`src/rtl/bus_arbiter_if.sv`:
```
// -----------------------------------------------------------------------------
// bus_arbiter_if -- requester and shared-bus signals of the round-robin arbiter.
//
//   req_valid [NREQ]     requester i has an address pending
//   req_addr  [NREQ*AW]  address of requester i in bits [i*AW +: AW]
//   req_ready [NREQ]     one-cycle pulse: requester i's address was accepted
//   bus_valid            shared bus carries a valid address
//   bus_addr  [AW]       shared bus address, zero when bus_valid=0
//   bus_owner [3]        index of the granted requester
//   bus_ack              bus target consumed bus_addr
//   bus_err              one-cycle pulse on ack timeout
//
// Modports:
//   master -- the arbiter itself (it masters the shared bus)
//   slave  -- the environment: requesters plus the bus target
// -----------------------------------------------------------------------------
interface bus_arbiter_if #(
  parameter int NREQ = 4,
  parameter int AW   = 8
);
  logic [NREQ-1:0]    req_valid;
  logic [NREQ*AW-1:0] req_addr;
  logic [NREQ-1:0]    req_ready;
  logic               bus_valid;
  logic [AW-1:0]      bus_addr;
  logic [2:0]         bus_owner;
  logic               bus_ack;
  logic               bus_err;

  modport master (
    input  req_valid, req_addr, bus_ack,
    output req_ready, bus_valid, bus_addr, bus_owner, bus_err
  );

  modport slave (
    output req_valid, req_addr, bus_ack,
    input  req_ready, bus_valid, bus_addr, bus_owner, bus_err
  );
endinterface

```
`src/rtl/bus_arbiter.sv`:
```
// -----------------------------------------------------------------------------
// bus_arbiter -- round-robin arbiter granting NREQ requesters onto a single
// shared address bus, with an ack timeout.
//
// Ports:
//   clk  rising-edge clock
//   rst  asynchronous active-low reset
//   bus  bus_arbiter_if.master (requester handshake + shared bus)
//
// Flow: IDLE picks the first valid requester at or after rr_ptr and latches
// its address onto the bus; BUSY holds the bus until bus_ack or timeout;
// TURN is a mandatory one-cycle gap before the next arbitration.
// -----------------------------------------------------------------------------
module bus_arbiter #(
  parameter int NREQ    = 4,
  parameter int AW      = 8,
  parameter int TIMEOUT = 15
) (
  input  logic          clk,
  input  logic          rst,
  bus_arbiter_if.master bus
);

  localparam logic [1:0] IDLE = 2'd0;
  localparam logic [1:0] BUSY = 2'd1;
  localparam logic [1:0] TURN = 2'd2;

  logic [1:0]      state;
  logic [2:0]      rr_ptr;
  logic [7:0]      timer;

  logic [NREQ-1:0] req_ready_q;
  logic            bus_valid_q;
  logic [AW-1:0]   bus_addr_q;
  logic [2:0]      bus_owner_q;
  logic            bus_err_q;

  // Round-robin selection
  logic            sel_found;
  logic [2:0]      sel_idx;
  logic [AW-1:0]   sel_addr;
  logic [3:0]      cand;
  logic [NREQ-1:0] rv_shift;

  // NOTE: every variable gets a default at the top of the always_comb so no
  // path leaves it unassigned; otherwise synthesis infers a latch.
  always_comb begin
    sel_found = 1'b0;
    sel_idx   = '0;
    sel_addr  = '0;
    cand      = '0;
    rv_shift  = '0;
    // Scan offsets 0..NREQ-1 from rr_ptr; the first hit wins.
    for (int k = 0; k < NREQ; k++) begin
      cand = 4'(rr_ptr) + 4'(k);
      if (cand >= 4'(NREQ)) cand = cand - 4'(NREQ);
      rv_shift = bus.req_valid >> cand;
      if (!sel_found && rv_shift[0]) begin
        sel_found = 1'b1;
        sel_idx   = cand[2:0];
      end
    end
    for (int k = 0; k < NREQ; k++) begin
      if (3'(k) == sel_idx) sel_addr = bus.req_addr[k*AW +: AW];
    end
  end

  // NOTE: state is updated with non-blocking assignments so every register
  // samples the pre-edge values, independent of statement order.
  always_ff @(posedge clk or negedge rst) begin
    if (!rst) begin
      state       <= IDLE;
      rr_ptr      <= '0;
      timer       <= '0;
      req_ready_q <= '0;
      bus_valid_q <= 1'b0;
      bus_addr_q  <= '0;
      bus_owner_q <= '0;
      bus_err_q   <= 1'b0;
    end else begin
      // Both pulses are single-cycle unless re-asserted below.
      req_ready_q <= '0;
      bus_err_q   <= 1'b0;
      case (state)
        IDLE: begin
          if (sel_found) begin
            state       <= BUSY;
            bus_valid_q <= 1'b1;
            bus_addr_q  <= sel_addr;
            bus_owner_q <= sel_idx;
            req_ready_q <= {{(NREQ-1){1'b0}}, 1'b1} << sel_idx;
            timer       <= '0;
          end
        end
        BUSY: begin
          timer <= timer + 8'd1;
          // Ack beats timeout when both land on the same edge.
          if (bus.bus_ack || timer == 8'(TIMEOUT - 1)) begin
            bus_err_q   <= !bus.bus_ack;
            bus_valid_q <= 1'b0;
            bus_addr_q  <= '0;
            rr_ptr      <= (bus_owner_q == 3'(NREQ - 1)) ? 3'd0 : bus_owner_q + 3'd1;
            timer       <= '0;
            state       <= TURN;
          end
        end
        TURN:    state <= IDLE;
        default: state <= IDLE;
      endcase
    end
  end

  assign bus.req_ready = req_ready_q;
  assign bus.bus_valid = bus_valid_q;
  assign bus.bus_addr  = bus_addr_q;
  assign bus.bus_owner = bus_owner_q;
  assign bus.bus_err   = bus_err_q;

endmodule

```
`src/flat_wrapper.sv`:
```
// flat-port wrapper written by rule: the top's interface ports become plain ports
module bus_arbiter_flat 
#(
  parameter int NREQ    = 4,
  parameter int AW      = 8,
  parameter int TIMEOUT = 15
)
  (clk, rst, bus_req_valid, bus_req_addr, bus_bus_ack, bus_req_ready, bus_bus_valid, bus_bus_addr, bus_bus_owner, bus_bus_err);
  bus_arbiter_if #(.NREQ(NREQ), .AW(AW)) bus_i ();
  input  logic clk;
  input  logic rst;
  input wire logic [$bits(bus_i.req_valid)-1:0] bus_req_valid;
  input wire logic [$bits(bus_i.req_addr)-1:0] bus_req_addr;
  input wire logic [$bits(bus_i.bus_ack)-1:0] bus_bus_ack;
  output wire logic [$bits(bus_i.req_ready)-1:0] bus_req_ready;
  output wire logic [$bits(bus_i.bus_valid)-1:0] bus_bus_valid;
  output wire logic [$bits(bus_i.bus_addr)-1:0] bus_bus_addr;
  output wire logic [$bits(bus_i.bus_owner)-1:0] bus_bus_owner;
  output wire logic [$bits(bus_i.bus_err)-1:0] bus_bus_err;
  assign bus_i.req_valid = bus_req_valid;
  assign bus_i.req_addr = bus_req_addr;
  assign bus_i.bus_ack = bus_bus_ack;
  assign bus_req_ready = bus_i.req_ready;
  assign bus_bus_valid = bus_i.bus_valid;
  assign bus_bus_addr = bus_i.bus_addr;
  assign bus_bus_owner = bus_i.bus_owner;
  assign bus_bus_err = bus_i.bus_err;
  bus_arbiter #(.NREQ(NREQ), .AW(AW), .TIMEOUT(TIMEOUT)) u_core (.clk(clk), .rst(rst), .bus(bus_i));
endmodule
```
`config.mk`:
```
export PLATFORM = sky130hd
export DESIGN_NAME = bus_arbiter_flat
export DESIGN_NICKNAME = d
export VERILOG_FILES = /design/src/rtl/bus_arbiter_if.sv /design/src/rtl/bus_arbiter.sv /design/src/flat_wrapper.sv
export SDC_FILE = /design/constraint.sdc
export NUM_CORES = 1
export LEC_CHECK = 0
export CAP_MARGIN = 0
export CORE_ASPECT_RATIO = 1.4
export CORE_MARGIN = 5
export CORE_UTILIZATION = 45
export DETAILED_ROUTE_END_ITERATION = 16
export PLACE_DENSITY = 0.78
export SLEW_MARGIN = 20
export SYNTH_ARGS = -nofsm -noshare
export SYNTH_HDL_FRONTEND = slang
export SYNTH_SLANG_ARGS = --single-unit
```
`constraint.sdc`:
```
create_clock -name clk -period 3.5 [get_ports clk]
set_input_delay 0.35 -clock clk [delete_from_list [all_inputs] [get_ports clk]]
set_output_delay 0.35 -clock clk [all_outputs]
set_load 0.02 [all_outputs]
```
### After elaboration in Yosys (flattened, before gate mapping)

Cells that the tools add are included.

* logic and storage cells: 83
* register bits after elaboration: 30
* RAM bits: 0
* output and inout port bits: 17
* ROM bits: 0
* memories: 0
* bits in latches: 0

* reductions and logical operators: 16
* divide/modulo/power cells: 0
* mux-type cells: 33
* equality and inequality tests: 8
* bitwise logic cells: 0
* shift-type cells: 5
* $lt $le $gt $ge: 4
* $add $sub $neg: 9
* multiply operators: 0

Operators by type and width (count)
* 2-to-1 mux 8 bit: 8
* case mux 8 bit (2 select lines): 2
* 2-to-1 mux 4 bit: 6
* >> shifter 4 x 4 -> 1 bit: 4
* 2-to-1 mux 3 bit: 5
* >= comparator 4 x 3 -> 1 bit, second input constant: 3
* subtractor 4 x 3 -> 4 bit, second input constant: 3
* adder 3 x 2 -> 4 bit, second input constant: 2
* adder 8 x 1 -> 8 bit, second input constant: 1
* equality test 8 x 4 -> 1 bit, second input constant: 1
* 2-to-1 mux 1 bit: 8
* AND reduction 2 bit: 4
* equality test 2 x 3 -> 1 bit, first input constant: 2
* adder 3 x 1 -> 4 bit, second input constant: 1
* logical NOT 1 bit: 4
* 2-to-1 mux 2 bit: 2
* inequality test 2 x 1 -> 1 bit, second input constant: 2
* case mux 2 bit (2 select lines): 1
* << shifter 1 x 3 -> 4 bit, first input constant: 1
* subtractor 3 x 3 -> 4 bit, second input constant: 1
* adder 3 x 1 -> 3 bit, second input constant: 1
* equality test 1 x 3 -> 1 bit, first input constant: 1
* equality test 3 x 2 -> 1 bit, second input constant: 1
* >= comparator 3 bit, second input constant: 1
* 8 further kinds: 10

### Longest topological paths before layout

Gate-level depths: netlist of the first run.

* depth after elaboration: 20
* gate-level depth with buffers: 12
* mapped depth without buffers: 9

### Worst setup path after synthesis of the first run

Ideal clock, no wire load.

* path kind: reg2reg
* from: register u_core.rr_ptr[0]
* to: register u_core.bus_addr_q[1] (netlist: u_core.bus.bus_addr[1])
* buffers on the path: 3
* setup slack: 0.585 ns
* library setup time: 0.118 ns
* cell stages (with the launch flop): 12
* arrival time: 2.797 ns
* required time: 3.382 ns
* cell sequence: dfrtp_1 buf_4 inv_1 ha_1 buf_2 mux2_2 a22oi_1 a21oi_1 o2bb2ai_2 buf_2 mux2_2 a21o_1

* longest elaborated chain between the ends: 20
* elaborated cells between the ends (all ways): 45
* those cells by class: 7 x add/sub; 4 x order compare; 4 x eq/ne; 4 x shift; 18 x mux; 8 x reduce/logical

Ends and longest elaborated chain
* start, declared: RTL line bus_arbiter.sv:29 `logic [2:0] rr_ptr;`
* start signal, assigned: RTL line bus_arbiter.sv:102 `rr_ptr <= (bus_owner_q == 3'(NREQ - 1)) ? 3'd0 : bus_owner_q + 3'd1;`
* branches (longest 20 deep; another with adder 3 x 1 -> 4 bit)
* end signal, assigned: RTL line bus_arbiter.sv:89 `bus_addr_q <= sel_addr;`
* end, declared: RTL line bus_arbiter.sv:34 `logic [AW-1:0] bus_addr_q;`

Parallel ways; which one is timed is not known. The select of a mux whose other input is x is not followed.
A chain may end at the register's enable or synchronous reset.

### Worst setup path in the final report of the first run

* from: register u_core.rr_ptr[1]
* to: register u_core.bus_addr_q[1] (netlist: u_core.bus.bus_addr[1])

Same word-level chain as after synthesis.

==> results.py, run 1 <==
metrics = {
    "run_status": {
        "status": "complete, no violations",
    },
    "global_route": {
        "first_global_vias": 1688,
        "grt_max_degree": 31,
        "grt_usage": 0.178,
        "grt_antenna_before_repair": 0,
        "grt_pass1_wl_um": 7760,
        "grt_overflow_total": 0,
    },
    "sta": {
        "fin_worst_skew_ps": 6.38,
        "rsz0062_at_grt": "no",
        "tns_ps": 0,
        "relSlewSlack": 0.562,
        "holdWs_ps": 461,
        "drv_slew": 0,
        "finalHoldViolations": 0,
        "setup_viol": 0,
        "tightest_slew_ps": 651,
        "timing.final.crit_share": 0.883,
        "max_freq_mhz": 323,
        "min_period_ps": 3090,
    },
    "critical_path": {
        "path_class": "flip-flop to flip-flop",
        "start_kind": "flip-flop",
        "crit_fanout": 11,
        "crit_top_cell": "mux2_2",
        "crit_chain": "inv_1 > ha_1 > mux2_2 > a22oi_1 > a21oi_1 > o2bb2ai_2 > buf_4 > mux2_2 > a21o_1",
        "worst-path-buf-inv": 2,
        "max_stage_delay_ps": 490,
        "cp.depth": 9,
        "endpoint_kind": "flip-flop",
        "worstRegToRegCells": 9,
        "path_delay_family": "compound AO/OA/AOI/OAI gates",
        "slowest_stage": "dfrtp_1",
        "critPathArrivalTime_ps": 3260,
        "critical_path_required_ps": 3670,
    },
    "detailed_routing": {
        "drc_errors": 0,
        "wl_um": 4600,
        "drt_iter0_markers": 168,
        "dr.pass1.iters": 4,
        "routedWlPerCell_um": 16.5,
        "antenna_left": 0,
        "vias_per_cell": 5.75,
        "vias": 1603,
    },
    "logic_synthesis": {
        "synthDistinctLibCells": 44,
        "synth.avg_cell_area_um2": 10.1,
        "yosysSeqAreaShare": 0.423,
        "async_flop_share": 1.00,
        "synth_edf_count": 0,
        "ys_ff_latch": 30,
        "syn_area_mm2": 0.00177,
        "syn_inst": 176,
        "synth_nets": 219,
        "yosys_most_used_dff": "dfrtp_1",
        "ys_warn_count": 0,
    },
    "finish": {
        "nNetsFinal": 279,
        "num_antenna_cells": 0,
        "area_growth_pct": 38.5,
        "drive_gt1_frac": 0.123,
    },
    "clock_tree": {
        "cts_tree": "yes",
        "cts_setup_buffers": 0,
        "cts_buffers": 5,
        "clock_latency_ps": 280,
        "cts.hold.buffers_added": 0,
        "cts.reportedPaths.clkPinSlew_ps": 60,
        "cts_buffer_depth": 2,
        "cts.sinks": 30,
        "cts.htree.levels": 2,
        "cts_root_buf": "clkbuf_8",
        "cts_resized": 0,
    },
    "run": {
        "drv_cap": 0,
    },
    "hold_path": {
        "hold_class": "input pin to async pin",
    },
    "power": {
        "power_density_mw_per_mm2": 857,
        "total_power_mw": 2.10,
        "irDropWorstVdd_uv": 546,
        "leakage_nw": 1.07,
    },
    "die": {
        "start_util": 0.456,
        "io_pins": 56,
        "chipWidth_um": 63.1,
        "fp.coreArea_mm2": 0.00388,
        "die-area_mm2": 0.00531,
        "die_h_um": 84.3,
        "rows": 27,
    },
    "placement": {
        "dp_hpwl_um": 3470,
        "place.gp.congestion": 0.935,
        "portBuffers": 55,
    },
}
synth_stat cells (2+ instances only):
master	instances	area share
buf_2	6	0.017
nand2b_1	3	0.011
a21o_1	4	0.017
o31ai_1	2	0.0085
nor2b_1	2	0.0071
o21ai_0	6	0.017
mux2i_1	9	0.051
ha_1	4	0.028
a21oi_1	5	0.014
mux2_2	7	0.044
nor3_1	12	0.034
dfrtp_1	30	0.42
nand2_1	12	0.025
xnor2_1	2	0.0099
o41ai_1	2	0.0099
nor2_2	2	0.0071
xor2_1	3	0.015
nor2_1	12	0.025
nand3_1	7	0.020
and2_1	3	0.011
a32o_1	8	0.045
inv_1	8	0.017
a211o_1	6	0.030
state kept, by name (all words and copies together) (netlist names):
| signal | count |
|---|---|
| u_core.state | 2 |
| u_core.bus.bus_addr | 8 |
| u_core.timer | 8 |
| u_core.rr_ptr | 3 |
| u_core.bus.bus_valid | 1 |
| u_core.bus.bus_owner | 3 |
| u_core.bus.req_ready | 4 |
| u_core.bus.bus_err | 1 |
power by group:
group          switching, mW  internal (mW)
Sequential            0.0863          0.458
Combinational          0.704          0.600
Clock                  0.124          0.133
Total                  0.914           1.19
cells in the final DEF (no fill, tap or decap), types with 3 or more instances in the layout:
cell type,netlist,routed
mux2i_1,9,9
nand2_1,12,12
buf_4,1,5
clkdlybuf4s50_1,0,55
dfrtp_1,30,30
nand3_1,7,7
nor3_1,12,12
a21oi_1,5,5
inv_1,8,8
xor2_1,3,3
a32o_1,8,8
a21o_1,4,4
clkbuf_8,0,5
and2_1,3,3
nor2_1,12,12
a211o_1,6,6
mux2_2,7,7
nand2b_1,3,3
ha_1,4,4
o21ai_0,6,6
cell families (layout without fill, tap and decap cells):
logic type               after synthesis  count (layout)  synth area share
multiplexers                          17              17             0.108
AO/OA/AOI/OAI                         44              44             0.203
buffers and inverters                 15              75            0.0381
flip-flops                            30              30             0.423
XOR/XNOR                               5               5            0.0247
adder cells (fa/ha/maj)                4               4            0.0282
AND/OR/NAND/NOR                       61              61             0.174
layout make-up:
cell class | count | area, µm²
Multi-Input combinational cell | 131 | 955
Clock inverter | 2 | 10.0
Timing Repair Buffer | 60 | 588
Tap cell | 43 | 53.8
Inverter | 8 | 30.0
Fill cell | 352 | 1430
Sequential cell | 30 | 751
Clock buffer | 5 | 68.8
routing by layer:
layer | share of wire | track usage | vias up
li1 | - | - | 769
met1 | 0.38 | 0.193 | 771
met2 | 0.54 | 0.328 | 57
met3 | 0.068 | 0.0415 | 6
met4 | 0.017 | 0.0676 | 0
met5 | 0 | 0 | -
per-stage QoR:
stage / util / worst slack [ps] / cell area [µm²] / instances
final: 0.632 / 408 / 2460 / 279
after global routing: 0.632 / 120 / 2460 / 279
after CTS: 0.632 / 448 / 2460 / 279
after detailed placement: 0.612 / 444 / 2380 / 272
after global placement: 0.612 / 521 / 2380 / 272
after floorplan: - / 585 / 1770 / 176
path summary, 6_finish.rpt:
| path | start | endpoint | slack, ps |
|---|---|---|---|
| worst max-delay path | u_core.rr_ptr[1] | u_core.bus.bus_addr[1] | 410 |
| worst min-delay path | rst | u_core.timer[6] | 460 |
| worst max register to register | u_core.rr_ptr[1] | u_core.bus.bus_addr[1] | 410 |
| worst min register to register | u_core.bus.bus_valid | u_core.bus.bus_valid | 500 |
| max in group asynchronous | rst | u_core.timer[0] | 2750 |
| min in group clk | u_core.bus.bus_valid | u_core.bus.bus_valid | 500 |
No activity file was read; power rests on OpenSTA's default activity.
==> inputs of run 2 (changes only) <==
Settings changed: CORE_MARGIN 5 to 4.
==> run 2 against run 1 <==
  * Wire length fell by 4.6%
  * Combinational power about the same
  * Clock skew down 5.1 ps
  * Sequential power about the same
  * Global-route usage up 1.1 points
  * Hold slack worse by 12 ps
  * Total power is 1.3% higher
  * Final cell count stayed put
  * Sequential cell count did not move
==> results.py, run 2 (synthesized netlist as in run 1, its figures left out) <==
metrics = {
    "clock_tree": {
        "cts_buffer_depth": 2,
        "cts_buffers": 5,
        "cts.reportedPaths.clkPinSlew_ps": 60,
        "cts_setup_buffers": 0,
        "clock_latency_ps": 280,
        "cts.htree.levels": 2,
        "cts.hold.buffers_added": 0,
        "cts_tree": "yes",
        "cts_root_buf": "clkbuf_8",
        "cts.sinks": 30,
        "cts_resized": 0,
    },
    "global_route": {
        "first_global_vias": 1597,
        "grt_max_degree": 31,
        "grt_overflow_total": 0,
        "grt_antenna_before_repair": 0,
        "grt_pass1_wl_um": 6930,
        "grt_usage": 0.189,
    },
    "finish": {
        "drive_gt1_frac": 0.127,
        "stdcell_count": 279,
        "num_antenna_cells": 0,
        "nNetsFinal": 279,
        "mostFrequentLayoutCell": "clkdlybuf4s50_1",
        "nFillCells": 316,
        "final_cell_mix": "clkdlybuf4s50_1, dfrtp_1, nor2_1, nand2_1, nor3_1",
        "area_growth_pct": 39.4,
    },
    "placement": {
        "portBuffers": 55,
        "place.gp.congestion": 0.920,
        "dpl_worst_slack_ps": 185,
        "dp.cells": 271,
        "dp_hpwl_um": 3430,
    },
    "critical_path": {
        "r2r_slack_ps": 300,
        "critPathLaunch": "u_core.rr_ptr[1]",
        "start_kind": "flip-flop",
        "endpoint_kind": "flip-flop",
        "worstRegToRegCells": 9,
        "crit_fanout": 13,
        "endpoint": "u_core.bus.bus_addr[3]",
        "critical_path_required_ps": 3670,
        "reg2reg_to": "u_core.bus.bus_addr[3]",
        "path_class": "flip-flop to flip-flop",
        "reg2reg_from": "u_core.rr_ptr[1]",
        "critPathArrivalTime_ps": 3370,
    },
    "die": {
        "fp.coreArea_mm2": 0.00374,
        "die-area_mm2": 0.00502,
        "chipWidth_um": 61.1,
        "die_h_um": 82.3,
        "start_util": 0.474,
        "rows": 26,
        "io_pins": 56,
    },
    "power": {
        "leakage_nw": 1.07,
        "total_power_mw": 2.13,
        "power_density_mw_per_mm2": 862,
        "irDropWorstVdd_uv": 555,
    },
    "run_status": {
        "status": "complete, no violations",
    },
    "detailed_routing": {
        "drt_iter0_markers": 82,
        "dr.pass1.iters": 4,
        "drc_errors": 0,
        "routedWlPerCell_um": 15.7,
        "vias_per_cell": 5.71,
        "antenna_left": 0,
        "wl_um": 4390,
        "vias": 1593,
    },
    "sta": {
        "drv_slew": 0,
        "min_period_ps": 3200,
        "setup_viol": 0,
        "fin_worst_skew_ps": 1.25,
        "rsz0062_at_grt": "no",
        "max_freq_mhz": 313,
        "tns_ps": 0,
        "holdWs_ps": 450,
        "finalHoldViolations": 0,
        "worst_slack_ps": 300,
        "tightest_slew_ps": 562,
        "timing.final.crit_share": 0.914,
        "relSlewSlack": 0.621,
    },
    "run": {
        "drv_cap": 0,
    },
    "hold_path": {
        "hold_class": "input pin to async pin",
    },
}
## run 2: worst min-delay path by stage
stage,to,slack [ps],cells after the start
after floorplan,u_core.bus.bus_addr[0],50,0
after global placement,u_core.bus.bus_valid,490,1
after detailed placement,u_core.bus.bus_valid,490,1
after CTS,u_core.state[0],470,2
after global routing,u_core.timer[5],500,2
final,u_core.bus.req_ready[1],450,2
## run 2: area by class of cell
| class | count | area (µm²) | area share |
|---|---|---|---|
| clock buffers | 7 | 86.3 | 0.0349 |
| inverters | 8 | 30.0 | 0.0121 |
| flip-flops and latches | 30 | 751 | 0.304 |
| well taps | 42 | 52.6 | 0.0213 |
| clock inverters | 1 | 5.00 | 0.00202 |
| multi-input cells | 131 | 960 | 0.388 |
| repair buffers | 60 | 588 | 0.238 |
## run 2: report_power, final
| part | total (mW) | switching, mW | leakage (nW) | internal [mW] |
|---|---|---|---|---|
| clock | 0.284 | 0.126 | 0.0482 | 0.158 |
| sequential | 0.543 | 0.0853 | 0.392 | 0.458 |
| combinational | 1.30 | 0.701 | 0.631 | 0.603 |
| total | 2.13 | 0.912 | 1.07 | 1.22 |
## run 2: layer usage
layer,track usage,share of wire,up-vias
met1,0.208,0.38,750
met2,0.322,0.53,61
li1,-,-,770
met4,0.0933,0.025,0
met5,0,0,-
met3,0.0560,0.071,12
## run 2: stage by stage
stage / instance area, µm² / utilization
4_1_cts: 2470 / 0.660
5_1_grt: 2470 / 0.661
6_report: 2470 / 0.661
2_1_floorplan: 1770 / -
3_3_place_gp: 2380 / 0.635
3_5_place_dp: 2380 / 0.635
## run 2: critical path, stage by stage (launching register included)
cell and delay [ps]:
dfrtp_1 480, inv_1 130, ha_1 470, mux2_2 390, a221o_1 360, nor3_2 240
or3_2 310, nor2_2 150, a32o_1 280, a211o_1 260
